<file path="src/rtl/simd_sat_stage_pkg.sv">
// Shared definitions for the SIMD saturation stage: mode encodings,
// lane/buffer enums and the helpers that map 16-bit chunks onto lanes.
`ifndef SIMD_WIDTH
`define SIMD_WIDTH 2
`endif

package simd_sat_stage_pkg;

   // Encodings of in_simd_ctl (bit 0 wins when both are set)
   localparam logic [`SIMD_WIDTH-1:0] SIMD_2X32 = `SIMD_WIDTH'('b01);
   localparam logic [`SIMD_WIDTH-1:0] SIMD_4X16 = `SIMD_WIDTH'('b10);

   typedef enum logic [1:0] {
      MODE_1X64 = 2'd0,
      MODE_2X32 = 2'd1,
      MODE_4X16 = 2'd2
   } lane_mode_e;

   typedef enum logic [1:0] {
      BUF_EMPTY = 2'd0,
      BUF_FULL1 = 2'd1,
      BUF_FULL2 = 2'd2
   } buf_state_e;

   // Resolve the effective lane mode; 2x32 has priority over 4x16.
   function automatic lane_mode_e decode_mode(input logic simd_ena,
                                              input logic [`SIMD_WIDTH-1:0] ctl);
      if (simd_ena && ((ctl & SIMD_2X32) != '0)) return MODE_2X32;
      if (simd_ena && ((ctl & SIMD_4X16) != '0)) return MODE_4X16;
      return MODE_1X64;
   endfunction

   // The 16-bit chunk whose MSB is the sign/carry bit of the lane that
   // contains the given chunk.
   function automatic logic [1:0] lane_owner(input lane_mode_e mode,
                                             input logic [1:0] chunk);
      case (mode)
         MODE_2X32: return {chunk[1], 1'b1};
         MODE_4X16: return chunk;
         default:   return 2'd3;
      endcase
   endfunction

endpackage

</file>
<file path="src/rtl/simd_sat_stage_sat_lane_detect.sv">
// Overflow detection for a single lane from the operand and sum MSBs,
// plus the direction in which the lane must saturate.
module sat_lane_detect (
   input  logic am,
   input  logic bm,
   input  logic sm,
   input  logic sub,
   input  logic sat_signed,
   output logic ov,
   output logic sat_hi
);

   logic signed_ov;
   logic carry_out;
   logic unsigned_ov;

   // Signed overflow: same-sign operands with a sign flip in the sum.
   // Unsigned: carry-out for add, borrow (no carry) for subtract.
   always_comb begin
      signed_ov   = (am == bm) && (sm != am);
      carry_out   = (am & bm) | ((am | bm) & ~sm);
      unsigned_ov = sub ? ~carry_out : carry_out;
      ov          = sat_signed ? signed_ov : unsigned_ov;
      sat_hi      = sat_signed ? ~am : ~sub;
   end

endmodule

</file>
<file path="src/rtl/simd_sat_stage.sv">
// Saturation stage behind the SIMD adder: per-lane clamp on the input
// side, 1-cycle registered output with a 2-entry skid buffer, and a
// sticky overflow flag for CSR readout.
`ifndef SIMD_WIDTH
`define SIMD_WIDTH 2
`endif

module simd_sat_stage
   import simd_sat_stage_pkg::*;
#(
   parameter int DATA_W = 64,
   parameter int LANE_W = 16
) (
   input  logic                   clk,
   input  logic                   rst_n,
   input  logic                   flush,
   input  logic                   in_valid,
   output logic                   in_ready,
   input  logic [DATA_W-1:0]      in_a,
   input  logic [DATA_W-1:0]      in_b,
   input  logic [DATA_W-1:0]      in_s,
   input  logic                   in_sub,
   input  logic                   in_sat_ena,
   input  logic                   in_sat_signed,
   input  logic                   in_simd_ena,
   input  logic [`SIMD_WIDTH-1:0] in_simd_ctl,
   output logic                   out_valid,
   input  logic                   out_ready,
   output logic [DATA_W-1:0]      out_data,
   output logic                   out_ov,
   input  logic                   ov_clr,
   output logic                   ov_sticky
);

   localparam int NUM_CHUNKS = DATA_W / LANE_W;

   lane_mode_e              mode;
   logic [NUM_CHUNKS-1:0]   chunk_det_ov;
   logic [NUM_CHUNKS-1:0]   chunk_det_hi;
   logic [NUM_CHUNKS-1:0]   chunk_sat;
   logic [DATA_W-1:0]       res_data;
   logic                    res_ov;

   buf_state_e              state_reg, state_next;
   logic [DATA_W-1:0]       out_data_reg, skid_data_reg;
   logic                    out_ov_reg, skid_ov_reg;
   logic                    sticky_reg;
   logic                    load_out_in, load_out_skid, load_skid;
   logic                    accept, drain, accept_live;

   // Only lane MSBs of the operands matter; the rest is folded away here.
   logic                    unused_operand_bits;
   assign unused_operand_bits = ^{in_a, in_b};

   assign mode = decode_mode(in_simd_ena, in_simd_ctl);

   genvar gi;

   // One detector per 16-bit chunk MSB; the mode picks which ones govern.
   generate
      for (gi = 0; gi < NUM_CHUNKS; gi++) begin : g_detect
         sat_lane_detect u_detect (
            .am         (in_a[gi*LANE_W + LANE_W-1]),
            .bm         (in_b[gi*LANE_W + LANE_W-1]),
            .sm         (in_s[gi*LANE_W + LANE_W-1]),
            .sub        (in_sub),
            .sat_signed (in_sat_signed),
            .ov         (chunk_det_ov[gi]),
            .sat_hi     (chunk_det_hi[gi])
         );
      end
   endgenerate

   // Each chunk takes the verdict of its lane's top chunk; only the top
   // chunk of a signed lane gets the inverted sign bit.
   generate
      for (gi = 0; gi < NUM_CHUNKS; gi++) begin : g_chunk
         logic [1:0]        owner;
         logic              hi;
         logic [LANE_W-1:0] sat_val;
         always_comb begin
            owner   = lane_owner(mode, 2'(gi));
            hi      = chunk_det_hi[owner];
            sat_val = {LANE_W{hi}};
            if (owner == 2'(gi) && in_sat_signed) begin
               sat_val[LANE_W-1] = ~hi;
            end
            chunk_sat[gi] = in_sat_ena & chunk_det_ov[owner];
            res_data[gi*LANE_W +: LANE_W] = chunk_sat[gi] ? sat_val
                                                          : in_s[gi*LANE_W +: LANE_W];
         end
      end
   endgenerate

   assign res_ov      = |chunk_sat;
   assign accept      = in_valid & in_ready;
   assign drain       = out_valid & out_ready;
   assign accept_live = accept & ~flush;

   // Buffer state register
   always_ff @(posedge clk) begin
      if (!rst_n) state_reg <= BUF_EMPTY;
      else        state_reg <= state_next;
   end

   // Next state and load strobes for the output and skid registers
   always_comb begin
      state_next    = state_reg;
      load_out_in   = 1'b0;
      load_out_skid = 1'b0;
      load_skid     = 1'b0;
      if (flush) begin
         state_next = BUF_EMPTY;
      end else begin
         case (state_reg)
            BUF_EMPTY: begin
               if (accept) begin
                  state_next  = BUF_FULL1;
                  load_out_in = 1'b1;
               end
            end
            BUF_FULL1: begin
               if (accept && drain) begin
                  load_out_in = 1'b1;
               end else if (accept) begin
                  state_next = BUF_FULL2;
                  load_skid  = 1'b1;
               end else if (drain) begin
                  state_next = BUF_EMPTY;
               end
            end
            BUF_FULL2: begin
               if (drain) begin
                  state_next    = BUF_FULL1;
                  load_out_skid = 1'b1;
               end
            end
            default: state_next = BUF_EMPTY;
         endcase
      end
   end

   // Output and skid data registers; output holds unless reloaded
   always_ff @(posedge clk) begin
      if (!rst_n) begin
         out_data_reg  <= '0;
         out_ov_reg    <= 1'b0;
         skid_data_reg <= '0;
         skid_ov_reg   <= 1'b0;
      end else begin
         if (load_out_in) begin
            out_data_reg <= res_data;
            out_ov_reg   <= res_ov;
         end else if (load_out_skid) begin
            out_data_reg <= skid_data_reg;
            out_ov_reg   <= skid_ov_reg;
         end
         if (load_skid) begin
            skid_data_reg <= res_data;
            skid_ov_reg   <= res_ov;
         end
      end
   end

   // Sticky overflow: a saturating accept wins over a same-cycle clear
   always_ff @(posedge clk) begin
      if (!rst_n)                     sticky_reg <= 1'b0;
      else if (accept_live && res_ov) sticky_reg <= 1'b1;
      else if (ov_clr)                sticky_reg <= 1'b0;
   end

   assign in_ready  = (state_reg != BUF_FULL2);
   assign out_valid = (state_reg != BUF_EMPTY);
   assign out_data  = out_data_reg;
   assign out_ov    = out_ov_reg;
   assign ov_sticky = sticky_reg;

endmodule

</file>
<file path="config.mk">
export PLATFORM = sky130hd
export DESIGN_NAME = simd_sat_stage
export DESIGN_NICKNAME = d
export VERILOG_FILES = /design/src/rtl/simd_sat_stage_pkg.sv /design/src/rtl/simd_sat_stage_sat_lane_detect.sv /design/src/rtl/simd_sat_stage.sv
export SDC_FILE = /design/constraint.sdc
export NUM_CORES = 1
export LEC_CHECK = 0
export CAP_MARGIN = 20
export CORE_UTILIZATION = 43
export DETAILED_ROUTE_END_ITERATION = 7
export DONT_BUFFER_PORTS = 1
export GPL_ROUTABILITY_DRIVEN = 0
export REMOVE_ABC_BUFFERS = 1
export SYNTH_ARGS = -nofsm -noshare
export SYNTH_HDL_FRONTEND = slang
export SYNTH_SLANG_ARGS = --single-unit
</file>
<file path="constraint.sdc">
create_clock -name clk -period 2.4 [get_ports clk]
set_clock_uncertainty 0.1 [all_clocks]
set_input_delay 0.24 -clock clk [delete_from_list [all_inputs] [get_ports clk]]
set_output_delay 0.24 -clock clk [all_outputs]
set_load 0.02 [all_outputs]
</file>
==> results.toml <==
[clocking]
clk_latency_ns = 0.41
cts_tree = "yes"
cts.reportedPaths.clkPinSlew_ns = 0.06
h_tree_levels = 4
numClockSinks = 133
count_of_instances_resized_after_the_clock_tree_is_built = 0
cts-buffers-inserted = 17
clk_path_buf_depth = 2
clk_root_buffer_cell = "sky130_fd_sc_hd__clkbuf_16"

[floorplan]
floorplan.core_area_um2 = 13200
chipWidth_um = 118
placement_rows = 42
floorplan.initialDensity = 0.439
chipHeight_um = 118
die-area_um2 = 14000
num_io_pins = 272

[yosys]
synth_flop_cell = "sky130_fd_sc_hd__dfxtp_1"
yosys_register_bits = 133
synth_area_leader_cell = "sky130_fd_sc_hd__dfxtp_1"
synth.most_common_cell = "sky130_fd_sc_hd__dfxtp_1"
synth_enable_flop_cells = 0
dominant_cells_by_area_after_synthesis = "sky130_fd_sc_hd__dfxtp_1 46%, sky130_fd_sc_hd__a221o_1 7.7%, sky130_fd_sc_hd__a22o_1 6.8%"
syn-mean-instance-area_um2 = 9.44
synth.cells.most_frequent = "133 x sky130_fd_sc_hd__dfxtp_1, 64 x sky130_fd_sc_hd__nor3_1, 58 x sky130_fd_sc_hd__nor2_1"
yosys.area.top_type_share = 0.458
yosys_warnings = 0
async_flop_share = 0
postSynthCellCount = 616
synth_sequential_area_ratio = 0.458
synth.lib_cells_used.distinct = 56
synthesis.area_um2 = 5820

[routing]
drc_errors = 0
routed-via-count = 5304
avgViaCountPerCell = 6.22
firstDrtPassIters = 5
wl_per_cell_um = 20.4
detailedRoute.firstIterationViolations = 463
route.antenna.remaining_nets = 0
finalWirelength_mm = 17.4

[global_routing]
global_route.overflow_total = 0
grt_start_max_net_pins = 59
grt_use_total = 0.251
grt_antenna_before_repair = 0
global_route_wire_length_before_repair_mm = 27.7
first_global_vias = 5046

[worst_setup_path]
crit_path_cell_trace = "nor2b_1 > nand2_1 > a21o_2 > buf_4 > a22o_1 > a221o_1"
critical_path_peak_fanout = 32
worst-path-stages = 6
rr_worst_depth = 6
crit_path_end_kind = "flip-flop"
timing_worst_setup_path_type = "reg -> reg"
cp_num_buf_inv = 1
timing.critical_path.max_delay_family = "compound AO/OA/AOI/OAI gates"
crit_slowest_cell = "sky130_fd_sc_hd__dfxtp_1"
cp_data_arrival_time_ns = 2.46
timing.critical_path.from_type = "flip-flop"
timing.critical_path.slowest_cell_delay_ns = 0.40
timing.critical_path.required_ns = 2.59

[finish]
drive_gt1_frac = 0.137
num-fill-cells = 1205
syn_to_final_growth_pct = 26.3
insertedDiodeCount = 0
final_nets = 876

[sta]
finalWorstPathRequiredPeriod_ns = 2.27
final_worst_path_setup_slack_ns = 0.132
final_number_of_max_transition_violations = 0
totalNegativeSetupSlack_ns = 0
setup_repair_after_global_routing_missed_its_margin = "false"
fmax_mhz = 441
worstMarginPinSlew_ns = 0.682
count_of_endpoints_failing_setup_in_the_final_report = 0
slew-limit-headroom = 0.545
final_count_of_hold_timing_violations = 0
final.period_utilization = 0.945

[power]
peakVddDrop_v = 0.000473
cellLeakagePower_nw = 2.85
power_density_nw_per_um2 = 830

[place]
pre_cts_ws_ns = -0.106
place.detailed.hpwl_mm = 10.7
port_buffers = 0

[status]
run_status = "finished, final reports clean"

[worst_hold_path]
hold_class = "in -> reg"
worst_hold_path.num_cells = 3

[flow_run]
drv_cap = 0
-- power by group --
part           switching, W  internal (W)  leakage (nW)
Sequential         0.000156       0.00230          1.08
Combinational      0.000297      0.000279          1.42
Clock              0.000962       0.00211         0.343
-- per-stage QoR --
| stage | instance area [µm²] | hold slack, ns | power, W | instances | util |
|---|---|---|---|---|---|
| detailed placement | 6000 | 0.229 | 0.00296 | 759 | 0.453 |
| global placement | 6000 | 0.222 | 0.00294 | 759 | 0.453 |
| global route | 7350 | 0.0116 | 0.00630 | 853 | 0.555 |
| floorplan | 5580 | 0.219 | 0.00282 | 560 | - |
| finish | 7350 | 0.0142 | 0.00610 | 853 | 0.555 |
| CTS | 7340 | 0.000613 | 0.00614 | 852 | 0.554 |
-- repair_timing --
item	CTS	global route
hold endpoints to repair	107	0
buffers inserted	0	0
hold buffers	61	0
-- path summary, 6_finish.rpt --
check | from | end | slack, ns
setup / recovery | state_reg[1] | out_data[46] | 0.13
hold / removal | in_s[50] | out_data[50] | 0.01
setup reg to reg | state_reg[1] | out_data[46] | 0.13
hold reg to reg | skid_data_reg[61] | skid_data_reg[61] | 0.36
-- metal layers --
metal	share of wire	routed length [µm]	vias up	track usage
li1	-	-	2460	-
met1	0.43	7530	2567	0.311
met2	0.44	7620	252	0.381
met3	0.11	1940	25	0.111
met4	0.018	321	0	0.0929
met5	0	0	-	0
-- worst register-to-register path: cells and delay by family, from the launching register on --
family                 cells  cell delay, ns
flip-flops                 1            0.40
buffers and inverters      1            0.27
AO/OA/AOI/OAI              3            0.87
AND/OR/NAND/NOR            2            0.51
-- layout make-up --
class	instances	area, µm²	area share
multi-input combinational	415	2890	0.393
timing repair buffer	85	827	0.113
clock buffer	19	453	0.0616
inverter	12	45.0	0.00613
sequential	133	2660	0.362
clock inverter	13	250	0.0340
tap	176	220	0.0300
-- cell usage in the layout, fill, tap and decap left out, types with 8 or more instances in the layout --
master,count
sky130_fd_sc_hd__a22o_1,45
sky130_fd_sc_hd__a221o_1,45
sky130_fd_sc_hd__a21oi_1,28
sky130_fd_sc_hd__o221a_2,16
sky130_fd_sc_hd__mux2i_1,8
sky130_fd_sc_hd__o21ai_0,8
sky130_fd_sc_hd__nor3_1,63
sky130_fd_sc_hd__a222oi_1,16
sky130_fd_sc_hd__nor2_1,57
sky130_fd_sc_hd__buf_4,22
sky130_fd_sc_hd__dfxtp_1,133
sky130_fd_sc_hd__nand2_1,40
sky130_fd_sc_hd__inv_1,11
sky130_fd_sc_hd__a21o_1,15
sky130_fd_sc_hd__dlygate4sd3_1,60
sky130_fd_sc_hd__ha_1,8
sky130_fd_sc_hd__clkbuf_16,17
-- cells by family after synthesis --
kind of cell | Yosys count | share of synthesized area
AOI/OAI and AO/OA | 200 | 0.296
adders and majority gates | 8 | 0.0172
xor gates and xnor gates | 6 | 0.00903
muxes | 9 | 0.0157
and+or+nand+nor | 192 | 0.157
buffers and inverters | 68 | 0.0478
DFF | 133 | 0.458
Note: power is estimated with default switching activity, not from simulation.
